==> config.mk <==
export PLATFORM = sky130hd
export DESIGN_NAME = alu_sru_flat
export DESIGN_NICKNAME = d
export VERILOG_FILES = /design/src/rtl/alu_sru_pkg.sv /design/src/rtl/alu_sru_if.sv /design/src/rtl/alu_sru_step.sv /design/src/rtl/alu_sru.sv /design/src/flat_wrapper.sv
export SDC_FILE = /design/constraint.sdc
export NUM_CORES = 1
export LEC_CHECK = 0
export CAP_MARGIN = 20
export CORE_MARGIN = 3
export CORE_UTILIZATION = 53
export DETAILED_ROUTE_END_ITERATION = 16
export DONT_BUFFER_PORTS = 1
export PLACE_DENSITY = 0.75
export SLEW_MARGIN = 20
export SYNTH_ARGS = -nofsm -noshare
export SYNTH_HDL_FRONTEND = slang
export SYNTH_SLANG_ARGS = --single-unit
==> constraint.sdc <==
create_clock -name clk4 -period 2.3 [get_ports clk4]
set_clock_uncertainty 0.1 [all_clocks]
set_input_delay 0.345 -clock clk4 [delete_from_list [all_inputs] [get_ports clk4]]
set_output_delay 0.345 -clock clk4 [all_outputs]
set_load 0.005 [all_outputs]
==> src/rtl/alu_sru_pkg.sv <==
// Shared types for the ALU shift/rotate unit.
// Optional ASR mode is enabled by defining ALU_SRU_ASR_EN.
package alu_sru_pkg;

    typedef enum logic [2:0] {
        SRU_SHL = 3'b000,
        SRU_SHR = 3'b001,
        SRU_ROL = 3'b010,
        SRU_ROR = 3'b011,
        SRU_ASR = 3'b100
    } sru_mode_e;

    typedef enum logic [1:0] {
        SRU_IDLE = 2'b00,
        SRU_RUN  = 2'b01,
        SRU_DONE = 2'b10
    } sru_state_e;

    // Unsupported modes start nothing, exactly like a zero count.
    function automatic logic sru_mode_valid(input logic [2:0] m);
`ifdef ALU_SRU_ASR_EN
        return (m[2] == 1'b0) || (m == SRU_ASR);
`else
        return (m[2] == 1'b0);
`endif
    endfunction

endpackage

==> src/rtl/alu_sru_if.sv <==
// IBus / microcode-side signal bundle for alu_sru; master is the sequencer side.
interface alu_sru_if #(
    parameter int unsigned WIDTH = 16,
    parameter int unsigned CNTW  = 4
);
    logic [WIDTH-1:0] ibus_in;
    logic             nwrite_alu_b;
    logic             naction_sru;
    logic [CNTW-1:0]  count;
    logic [2:0]       mode;
    logic             fl;
    logic             nread_alu_b;
    logic [WIDTH-1:0] ibus_out;
    logic             ibus_oe;
    logic             flin_sru;
    logic             nflagwe_sru;
    logic             busy;
    logic             nwait_sru;

    modport master (
        output ibus_in, nwrite_alu_b, naction_sru, count, mode, fl, nread_alu_b,
        input  ibus_out, ibus_oe, flin_sru, nflagwe_sru, busy, nwait_sru
    );

    modport slave (
        input  ibus_in, nwrite_alu_b, naction_sru, count, mode, fl, nread_alu_b,
        output ibus_out, ibus_oe, flin_sru, nflagwe_sru, busy, nwait_sru
    );
endinterface

==> src/rtl/alu_sru_step.sv <==
// Combinational single-bit shift/rotate step: {r, lk, mode} -> {r', lk'}.
// ASR step exists only when ALU_SRU_ASR_EN is defined.
module alu_sru_step
    import alu_sru_pkg::*;
#(
    parameter int unsigned WIDTH = 16
) (
    input  logic [WIDTH-1:0] r,
    input  logic             lk,
    input  logic [2:0]       mode,
    output logic [WIDTH-1:0] r_nxt,
    output logic             lk_nxt
);
    always_comb begin
        r_nxt  = r;
        lk_nxt = lk;
        case (mode)
            SRU_SHL: begin
                lk_nxt = r[WIDTH-1];
                r_nxt  = {r[WIDTH-2:0], 1'b0};
            end
            SRU_SHR: begin
                lk_nxt = r[0];
                r_nxt  = {1'b0, r[WIDTH-1:1]};
            end
            SRU_ROL: {lk_nxt, r_nxt} = {r, lk};
            SRU_ROR: {r_nxt, lk_nxt} = {lk, r};
`ifdef ALU_SRU_ASR_EN
            SRU_ASR: begin
                lk_nxt = r[0];
                r_nxt  = {r[WIDTH-1], r[WIDTH-1:1]};
            end
`endif
            default: ;
        endcase
    end
endmodule

==> src/rtl/alu_sru.sv <==
// Iterative shift/rotate unit: one bit step per clk4 edge, link strobe in DONE.
// Mode 100 (ASR) is available only when ALU_SRU_ASR_EN is defined.
module alu_sru
    import alu_sru_pkg::*;
#(
    parameter int unsigned WIDTH = 16,
    parameter int unsigned CNTW  = 4
) (
    input logic      clk4,
    input logic      reset,
    alu_sru_if.slave bus
);
    sru_state_e       state_q, state_d;
    logic [WIDTH-1:0] r_q, r_d;
    logic             lk_q, lk_d;
    logic [CNTW-1:0]  rem_q, rem_d;
    logic [2:0]       mode_q, mode_d;
    logic             busy_q, busy_d;
    logic             nflagwe_q, nflagwe_d;
    logic             flin_q, flin_d;

    logic [WIDTH-1:0] step_r;
    logic             step_lk;

    alu_sru_step #(.WIDTH(WIDTH)) u_step (
        .r      (r_q),
        .lk     (lk_q),
        .mode   (mode_q),
        .r_nxt  (step_r),
        .lk_nxt (step_lk)
    );

    always_comb begin
        state_d   = state_q;
        r_d       = r_q;
        lk_d      = lk_q;
        rem_d     = rem_q;
        mode_d    = mode_q;
        busy_d    = busy_q;
        nflagwe_d = 1'b1;
        flin_d    = flin_q;
        case (state_q)
            SRU_IDLE: begin
                // A load on the same edge as a start takes priority and cancels it.
                if (!bus.nwrite_alu_b) begin
                    r_d = bus.ibus_in;
                end else if (!bus.naction_sru && (bus.count != '0) &&
                             sru_mode_valid(bus.mode)) begin
                    state_d = SRU_RUN;
                    rem_d   = bus.count;
                    mode_d  = bus.mode;
                    lk_d    = bus.fl;
                    busy_d  = 1'b1;
                end
            end
            SRU_RUN: begin
                r_d   = step_r;
                lk_d  = step_lk;
                rem_d = rem_q - CNTW'(1);
                if (rem_q == CNTW'(1)) begin
                    state_d   = SRU_DONE;
                    busy_d    = 1'b0;
                    nflagwe_d = 1'b0;
                    flin_d    = step_lk;
                end
            end
            SRU_DONE: state_d = SRU_IDLE;
            default:  state_d = SRU_IDLE;
        endcase
    end

    always_ff @(posedge clk4 or posedge reset) begin
        if (reset) begin
            state_q   <= SRU_IDLE;
            r_q       <= '0;
            lk_q      <= 1'b0;
            rem_q     <= '0;
            mode_q    <= '0;
            busy_q    <= 1'b0;
            nflagwe_q <= 1'b1;
            flin_q    <= 1'b0;
        end else begin
            state_q   <= state_d;
            r_q       <= r_d;
            lk_q      <= lk_d;
            rem_q     <= rem_d;
            mode_q    <= mode_d;
            busy_q    <= busy_d;
            nflagwe_q <= nflagwe_d;
            flin_q    <= flin_d;
        end
    end

    assign bus.ibus_out    = r_q;
    assign bus.ibus_oe     = ~bus.nread_alu_b;
    assign bus.flin_sru    = flin_q;
    assign bus.nflagwe_sru = nflagwe_q;
    assign bus.busy        = busy_q;
    assign bus.nwait_sru   = ~busy_q;
endmodule

==> src/flat_wrapper.sv <==
// flat-port wrapper written by rule: the top's interface ports become plain ports
module alu_sru_flat import alu_sru_pkg::*;
#(
    parameter int unsigned WIDTH = 16,
    parameter int unsigned CNTW  = 4
)
  (clk4, reset, bus_ibus_in, bus_nwrite_alu_b, bus_naction_sru, bus_count, bus_mode, bus_fl, bus_nread_alu_b, bus_ibus_out, bus_ibus_oe, bus_flin_sru, bus_nflagwe_sru, bus_busy, bus_nwait_sru);
  alu_sru_if #(.WIDTH(WIDTH), .CNTW(CNTW)) bus_i ();
  input logic clk4;
  input logic reset;
  input wire logic [$bits(bus_i.ibus_in)-1:0] bus_ibus_in;
  input wire logic [$bits(bus_i.nwrite_alu_b)-1:0] bus_nwrite_alu_b;
  input wire logic [$bits(bus_i.naction_sru)-1:0] bus_naction_sru;
  input wire logic [$bits(bus_i.count)-1:0] bus_count;
  input wire logic [$bits(bus_i.mode)-1:0] bus_mode;
  input wire logic [$bits(bus_i.fl)-1:0] bus_fl;
  input wire logic [$bits(bus_i.nread_alu_b)-1:0] bus_nread_alu_b;
  output wire logic [$bits(bus_i.ibus_out)-1:0] bus_ibus_out;
  output wire logic [$bits(bus_i.ibus_oe)-1:0] bus_ibus_oe;
  output wire logic [$bits(bus_i.flin_sru)-1:0] bus_flin_sru;
  output wire logic [$bits(bus_i.nflagwe_sru)-1:0] bus_nflagwe_sru;
  output wire logic [$bits(bus_i.busy)-1:0] bus_busy;
  output wire logic [$bits(bus_i.nwait_sru)-1:0] bus_nwait_sru;
  assign bus_i.ibus_in = bus_ibus_in;
  assign bus_i.nwrite_alu_b = bus_nwrite_alu_b;
  assign bus_i.naction_sru = bus_naction_sru;
  assign bus_i.count = bus_count;
  assign bus_i.mode = bus_mode;
  assign bus_i.fl = bus_fl;
  assign bus_i.nread_alu_b = bus_nread_alu_b;
  assign bus_ibus_out = bus_i.ibus_out;
  assign bus_ibus_oe = bus_i.ibus_oe;
  assign bus_flin_sru = bus_i.flin_sru;
  assign bus_nflagwe_sru = bus_i.nflagwe_sru;
  assign bus_busy = bus_i.busy;
  assign bus_nwait_sru = bus_i.nwait_sru;
  alu_sru #(.WIDTH(WIDTH), .CNTW(CNTW)) u_core (.clk4(clk4), .reset(reset), .bus(bus_i));
endmodule
After elaboration in Yosys (flattened, before gate mapping). Cells that the tools add are included.

Bits in registers: 29.

Add/sub/neg operators: 1. Equality and inequality tests: 10. Multiplexer cells: 20. Bitwise gates (word level): 3. Reduce and logical (&&, ||, !) cells: 15.

Operator list (count): 16-bit one-hot mux with 4 select lines (1); 16-bit one-hot mux with 2 select lines (1); 16-bit 2-to-1 mux (1); 3-bit AND reduction (4); 4-bit 2-to-1 mux (2); 4-bit one-hot mux with 2 select lines (1); 1-bit 2-to-1 mux (7); 3-bit by 2-bit equality test with 1-bit output (second input constant) (2); 2-bit 2-to-1 mux (3); 1-bit one-hot mux with 2 select lines (3); 5-bit inequality test (second input constant) (1); 4-bit by 1-bit equality test with 1-bit output (second input constant) (1); 2-bit by 1-bit inequality test with 1-bit output (second input constant) (2); 2-bit inequality test (second input constant) (2); 2-bit one-hot mux with 2 select lines (1); 4-bit AND reduction (1); 4-bit nonzero test (1); 2-bit OR reduction (2); 4-bit by 1-bit subtractor with 4-bit output (second input constant) (1); 3-bit by 1-bit equality test with 1-bit output (second input constant) (1); 3-bit logical NOT (1); 1-bit inverter (3); 2-bit by 1-bit equality test with 1-bit output (second input constant) (1); 1-bit logical AND (2); other kinds (4) (4).

Logic depth before layout (Yosys ltp). Gate-level depths: netlist of the first run.

Depth after elaboration: 6. Depth in mapped cells: 6.

Cells and area by module. A second synthesis of the first run with hierarchy kept.

Cell total of the unflattened synthesis: 168. Area total of the unflattened synthesis: 1819.2 um^2.

By module, submodules not included: alu_sru (instances 1, cells each 110, area each 1416.4 um^2, seq. area each 726.9 um^2); alu_sru_step (instances 1, cells each 58, area each 402.9 um^2, seq. area each 0.0 um^2).

Least setup slack after synthesis of the first run. No wires, ideal clock.

Kind: register to register. Start point: register u_core.state_q[1]. End point: register u_core.lk_q. Setup time: 0.123 ns. Arrival: 1.523 ns. Data required time: 2.077 ns. Path slack: 0.554 ns. Cell stages (with the launch flop): 4. Path buffers: 0. Clock period less this slack: 1.746 ns. Cells stage by stage: dfrtp_1 -> or4b_4 -> or3_4 -> o221a_1.

Word-level cells in the longest chain between the ends: 3. Elaborated cells between the ends (all ways): 7. Classes of those cells: eq/ne (3); mux (1); reduce/logical (3).

Ends and longest elaborated chain: start, declared (RTL line alu_sru.sv:13) `sru_state_e state_q, state_d;`; start signal, assigned (RTL line alu_sru.sv:83) `state_q <= state_d;`; 2-bit logical NOT / 2-bit by 1-bit equality test with 1-bit output (equally long branches) (RTL line alu_sru.sv:42) `case (state_q)`; 2-bit by 1-bit inequality test with 1-bit output (no source line) (tied with other cells); 3-bit AND reduction (no source line); end signal, assigned (RTL line alu_sru.sv:85) `lk_q <= lk_d;`; end, declared (RTL line alu_sru.sv:15) `logic lk_q, lk_d;`.

Several ways; a longest one is shown, not always the timed one. A chain may end at the register's enable or synchronous reset.

Worst setup path after layout of the first run.
Start point: register u_core.state_q[0]. End point: register u_core.r_q[9] (netlist: u_core.bus.ibus_out[9]).

Word-level cells in the longest chain between the ends: 3. Elaborated cells between the ends (all ways): 7. Classes of those cells: eq/ne (3); mux (1); reduce/logical (3).

Ends and longest elaborated chain: 2-bit by 1-bit equality test with 1-bit output / 2-bit logical NOT (equally long branches) (RTL line alu_sru.sv:42); 5-bit inequality test (no source line) (tied with other cells); 3-bit AND reduction (no source line); end signal, assigned (RTL line alu_sru.sv:84) `r_q <= r_d;`; end, declared (RTL line alu_sru.sv:14) `logic [WIDTH-1:0] r_q, r_d;`.

Several ways; a longest one is shown, not always the timed one.

==> flow_summary.yaml, run 1 <==
clocking:
  clk_path_buf_depth: 2
  cts_buffers: 5
  clkTransAtPathRegs_ps: 100
  htreeDepth: 2
  cts_root_buf: "clkbuf_4"
  cts_tree: "done"
  clock_latency_ps: 330
  postCtsSetupBuffers: 0
  cts_sinks: 29
floorplan:
  ios: 50
  die_h_um: 61.9
  core_mm2: 0.00288
  row_count: 19
  start_util_pct: 57.5
  die_area_mm2: 0.00383
  die_w_um: 61.9
timing:
  worstMarginPinSlew_ps: 556
  maxSlewHeadroom_pct: 63.0
  period_share_pct: 81.3
  post-route-min-period_ps: 1870
  finalHoldViolCount: 0
  setup_viol: 0
  layout_setup_ws_ps: 430
  totalNegativeSetupSlack_ps: 0
  finalMaxSlewViolations: 0
  rsz0062_at_grt: "false"
  fmax_mhz: 535
cells_and_area:
  instances_no_fill: 217
  final_cell_mix: "28 x dfrtp_1, 21 x o21ai_0, 17 x a211oi_1, 15 x nor2_1, 15 x o31ai_1"
  diodes: 0
  layout_commonest_cell: "dfrtp_1"
  nets: 205
  drive_gt1_share_pct: 13.7
  utilization_pct: 61.5
  area_delta_synth_final_pct: 6.88
  design_area_mm2: 0.00177
setup_path:
  worstPathRequired_ps: 2430
  crit_chain: "mux2_4, or2_1, o31ai_1"
  worstSetupEndpointType: "flop"
  crit_slowest_cell: "dfrtp_1"
  r2r_slack_ps: 430
  cpPeakStageDelay_ps: 460
  critical_path_arrival_ps: 2000
  critical_path.startpoint_type: "flop"
  critPathKind: "reg2reg"
  cp_max_fo: 17
synthesis:
  ys_seq_area_share_pct: 43.9
  syn_inst: 172
  syn_avg_cell_area_um2: 9.62
  synth_nets: 203
  syn-cell-area_mm2: 0.00166
  ys_seq_elements: 29
  synth_ff_type: "dfrtp_1"
  ys_types: 39
  async_reset_ff_share_pct: 100
  synth_edf_count: 0
  yosys_warnings: 0
drt:
  vias: 1376
  wl_um: 3940
  wire_per_inst_um: 18.2
  via_per_inst: 6.34
  drtAntennaViolNets: 0
  route.detailed.drc: 0
  dr.pass1.iters: 4
  drt_first_iter_violations: 100
power:
  cellPowerDensity_mw_per_mm2: 1350
  peakVddDrop_mv: 0.686
  leakage_nw: 0.773
flow_run:
  drv_cap: 0
placed_design:
  dp_cells: 208
  numPortBuffers: 0
  post-place-ws_ps: 457
  place_hpwl_um: 2840
  placed_area_mm2: 0.00171
  place_congestion: 0.855
global_route:
  grt_max_degree: 22
  grt_pass1_wl_um: 6220
  antenna_found_initial: 0
  grt_pass1_vias: 1293
  grtUsageTotal_pct: 23.2
  globalRouteOverflowTotal: 0
run_status:
  outcome: "finished, final reports clean"
hold_path:
  min_path_type: "in2reg"
-- path summary, 6_finish.rpt --
| kind | from | to | cells after the start |
|---|---|---|---|
| min in group asynchronous | reset | u_core.bus.ibus_out[15]$_DFFE_PP0P_ | 2 |
| max in group asynchronous | reset | u_core.bus.ibus_out[5]$_DFFE_PP0P_ | 3 |
| min reg2reg | u_core.bus.flin_sru$_DFFE_PP0P_ | u_core.bus.flin_sru$_DFFE_PP0P_ | 1 |
| min | bus_mode[0] | u_core.mode_q[0]$_DFFE_PP0P_ | 1 |
| max reg2reg | u_core.state_q[0]$_DFFE_PP0P_ | u_core.bus.ibus_out[9]$_DFFE_PP0P_ | 3 |
| max | u_core.state_q[0]$_DFFE_PP0P_ | u_core.bus.ibus_out[9]$_DFFE_PP0P_ | 3 |
-- cell type report --
type                    instances  area (µm²)
clock buffers                   6        41.3
clock inverters                 2        10.0
fillers                       238        1110
inverters                       8        30.0
multi-input cells             120         831
flip-flops and latches         29         727
well taps                      42        52.6
repair buffers                 10        77.6
-- synth_stat cells, types with 2 or more instances --
master    number  area (µm²)
dfrtp_1       28         701
o21ai_0       21         105
a211oi_1      17         128
nor2_1        15        56.3
o31ai_1       15         113
and3b_1       14         123
clkbuf_1      11        41.3
inv_1          8        30.0
a21oi_1        3        15.0
mux2_2         3        33.8
nand2_1        3        11.3
a22oi_1        2        15.0
buf_2          2        10.0
ha_1           2        25.0
nand2b_1       2        12.5
nor3_1         2        10.0
nor4_1         2        12.5
-- logic make-up after synthesis --
family,share of synthesized area [%]
buffers and inverters,5.90
AOI/OAI and AO/OA,25.9
xor gates and xnor gates,0.529
DFF,43.9
muxes,3.55
adders and majority gates,1.51
and+or+nand+nor,18.7
-- metrics by stage --
stage	hold slack, ps	total power [W]
4_1_cts	46.0	0.00240
3_5_place_dp	197	0.00210
3_3_place_gp	192	0.00205
5_1_grt	30.6	0.00261
6_report	57.1	0.00239
2_1_floorplan	322	0.00183
-- timing repair --
action                                 4_1_cts  5_1_grt
resized for setup                            0        0
hold buffers                                 1        0
endpoints found under the hold margin       11        0
-- critical path: cells and delay by family (launching register included) --
family	cells	cell delay (ps)
flip-flops	1	460
AND/OR/NAND/NOR	1	440
multiplexers	1	410
AO/OA/AOI/OAI	1	360
-- sequential cells by signal, summed over array words and instances, names as in the netlist --
register                cells
u_core.bus.busy             1
u_core.bus.flin_sru         1
u_core.bus.ibus_out        16
u_core.bus.nflagwe_sru      1
u_core.lk_q                 1
u_core.mode_q               3
u_core.rem_q                4
u_core.state_q              2
-- routing by layer --
layer / global-route usage (%) / wire length [µm]
met4: 10.3 / 59
met1: 29.3 / 1640
met3: 9.71 / 374
met5: 0 / 0
met2: 34.7 / 1870
-- power by group --
| group | total [W] | switching, W | internal, W |
|---|---|---|---|
| registers | 0.00103 | 0.000277 | 0.000756 |
| clock network | 0.000296 | 0.000180 | 0.000116 |
| logic | 0.00107 | 0.000578 | 0.000487 |
Power figures use the tool's default switching activity.
==> run 2: changes to the inputs <==
clock period = 1.8 ns   (was 2.3 ns; I/O delays follow)
==> run 2 against run 1 <==
Compared with the run above: register-to-register slack lost 360 ps; via count grew 1.0%; clock power grew 34%; non-clock buffer count grew 8; sequential power grew 29%; die area is the same; final cell count grew 3.7%.
==> flow_summary.yaml, run 2 (same netlist as run 1, synthesis figures left out) <==
run_status:
  outcome: "finished, final reports clean"
clocking:
  cts_sinks: 29
  clk_path_buf_depth: 2
  cts_tree: "done"
  cts_root_buf: "clkbuf_4"
  cts_buffers: 5
  clock_latency_ps: 340
  clkTransAtPathRegs_ps: 110
  htreeDepth: 2
global_route:
  grt_pass1_vias: 1343
  grtUsageTotal_pct: 22.5
  antenna_found_initial: 0
  grt_pass1_wl_um: 6190
  globalRouteOverflowTotal: 0
  grt_max_degree: 30
timing:
  maxSlewHeadroom_pct: 62.4
  rsz0062_at_grt: "false"
  post-route-min-period_ps: 1730
  period_share_pct: 96.2
  finalMaxSlewViolations: 0
  setup_viol: 0
  worstMarginPinSlew_ps: 557
  finalHoldViolCount: 0
  fmax_mhz: 577
cells_and_area:
  utilization_pct: 64.9
  instances_no_fill: 225
  largest_register_ffs: 16
  diodes: 0
  final_cell_mix: "28 x dfrtp_1, 20 x o21ai_0, 17 x a211oi_1, 15 x nor2_1, 15 x o31ai_1"
  drive_gt1_share_pct: 16.4
  nets: 213
  area_delta_synth_final_pct: 12.8
  fillCellCount: 241
  layout_commonest_cell: "dfrtp_1"
power:
  leakage_nw: 0.813
  pwr-share-clk_pct: 12.9
  cellPowerDensity_mw_per_mm2: 1650
  p_int_w: 0.00176
  seqPwrFrac_pct: 43.2
  p_sw_share_pct: 43.1
  p_sw_w: 0.00133
  peakVddDrop_mv: 0.805
  pwr-share-comb_pct: 44.0
setup_path:
  cp_max_fo: 16
  critical_path_arrival_ps: 1880
  critical_path.startpoint_type: "flop"
  critPathKind: "reg2reg"
  r2r_end: "u_core.bus.ibus_out[7]$_DFFE_PP0P_"
  worstPathRequired_ps: 1950
  ff2ff_path_depth: 3
  r2r_start: "u_core.state_q[0]$_DFFE_PP0P_"
  crit_start: "u_core.state_q[0]$_DFFE_PP0P_"
  r2r_slack_ps: 70
  worstSetupEndpointType: "flop"
floorplan:
  die_area_mm2: 0.00383
  core_mm2: 0.00288
  ios: 50
  start_util_pct: 57.5
  row_count: 19
  die_h_um: 61.9
  die_w_um: 61.9
drt:
  wl_um: 3930
  top_layer_used: "met4"
  dr.pass1.iters: 4
  wire_per_inst_um: 17.5
  drtAntennaViolNets: 0
  vias: 1390
  dr_wl_met2_um: 1870
  drt_first_iter_violations: 99
  via_per_inst: 6.18
  route.detailed.drc: 0
  met1Wirelength_um: 1680
  wl_met3_um: 343
flow_run:
  drv_cap: 0
hold_path:
  min_path_type: "in2reg"
  min_path_cells: 2
  hold_end: "u_core.bus.ibus_out[12]$_DFFE_PP0P_"
  hold_start: "bus_ibus_in[12]"
placed_design:
  numPortBuffers: 0
  dp_cells: 210
  place_congestion: 0.820
  place_hpwl_um: 2790
## run 2: repair_timing
action / 4_1_cts / 5_1_grt
hold buffers: 5 / 2
hold endpoints to repair: 33 / 2
endpoints found under the setup margin: 2 / 11
setup buffers: 0 / 0
gates resized for setup: 1 / 3
pin swaps: 0 / 2
## run 2: area by class of cell
class	count	area [µm²]	share of cell area, %
Clock buffer	5	37.5	2.01
Clock inverter	3	17.5	0.938
Inverter	8	30.0	1.61
Multi-Input combinational cell	120	838	44.9
Sequential cell	29	727	38.9
Tap cell	42	52.6	2.81
Timing Repair Buffer	18	165	8.84
## run 2: how the worst max path moves through the flow
stage	end	slack (ps)	cells after the start
5_1_grt	u_core.bus.ibus_out[8]$_DFFE_PP0P_	1	3
3_5_place_dp	u_core.mode_q[1]$_DFFE_PP0P_	-10	3
3_3_place_gp	u_core.mode_q[0]$_DFFE_PP0P_	50	3
4_1_cts	u_core.lk_q$_DFFE_PP0P_	3	3
2_1_floorplan	u_core.lk_q$_DFFE_PP0P_	50	3
6_report	u_core.bus.ibus_out[7]$_DFFE_PP0P_	70	3
## run 2: worst max-delay path, stage by stage, from the launching register on
cell	delay, ps
dfrtp_1	490
mux2_4	330
or2_2	420
o31ai_1	310
## run 2: stage by stage
step	area [µm²]	hold WS (ps)	TNS (ps)	setup slack [ps]	total power, W
2_1_floorplan	1660	247	0	53.9	0.00233
3_3_place_gp	1740	109	0	50.9	0.00262
3_5_place_dp	1740	118	-14.4	-14.4	0.00268
4_1_cts	1850	2.72	0	3.01	0.00309
5_1_grt	1870	3.14	0	1.43	0.00337
6_report	1870	8.08	0	67.5	0.00309
## run 2: layer usage
layer	up-vias	global-route usage, %
met5	-	0
met4	0	7.88
met3	4	8.88
met2	63	35.6
met1	664	27.9
li1	659	-
## run 2: power by group through the flow
stage | sequential, W | clock [W] | combinational (W)
2_1_floorplan | 0.00121 | 0 | 0.00112
3_3_place_gp | 0.00133 | 0 | 0.00128
3_5_place_dp | 0.00135 | 0 | 0.00133
4_1_cts | 0.00134 | 0.000403 | 0.00136
5_1_grt | 0.00140 | 0.000445 | 0.00153
6_report | 0.00133 | 0.000398 | 0.00136
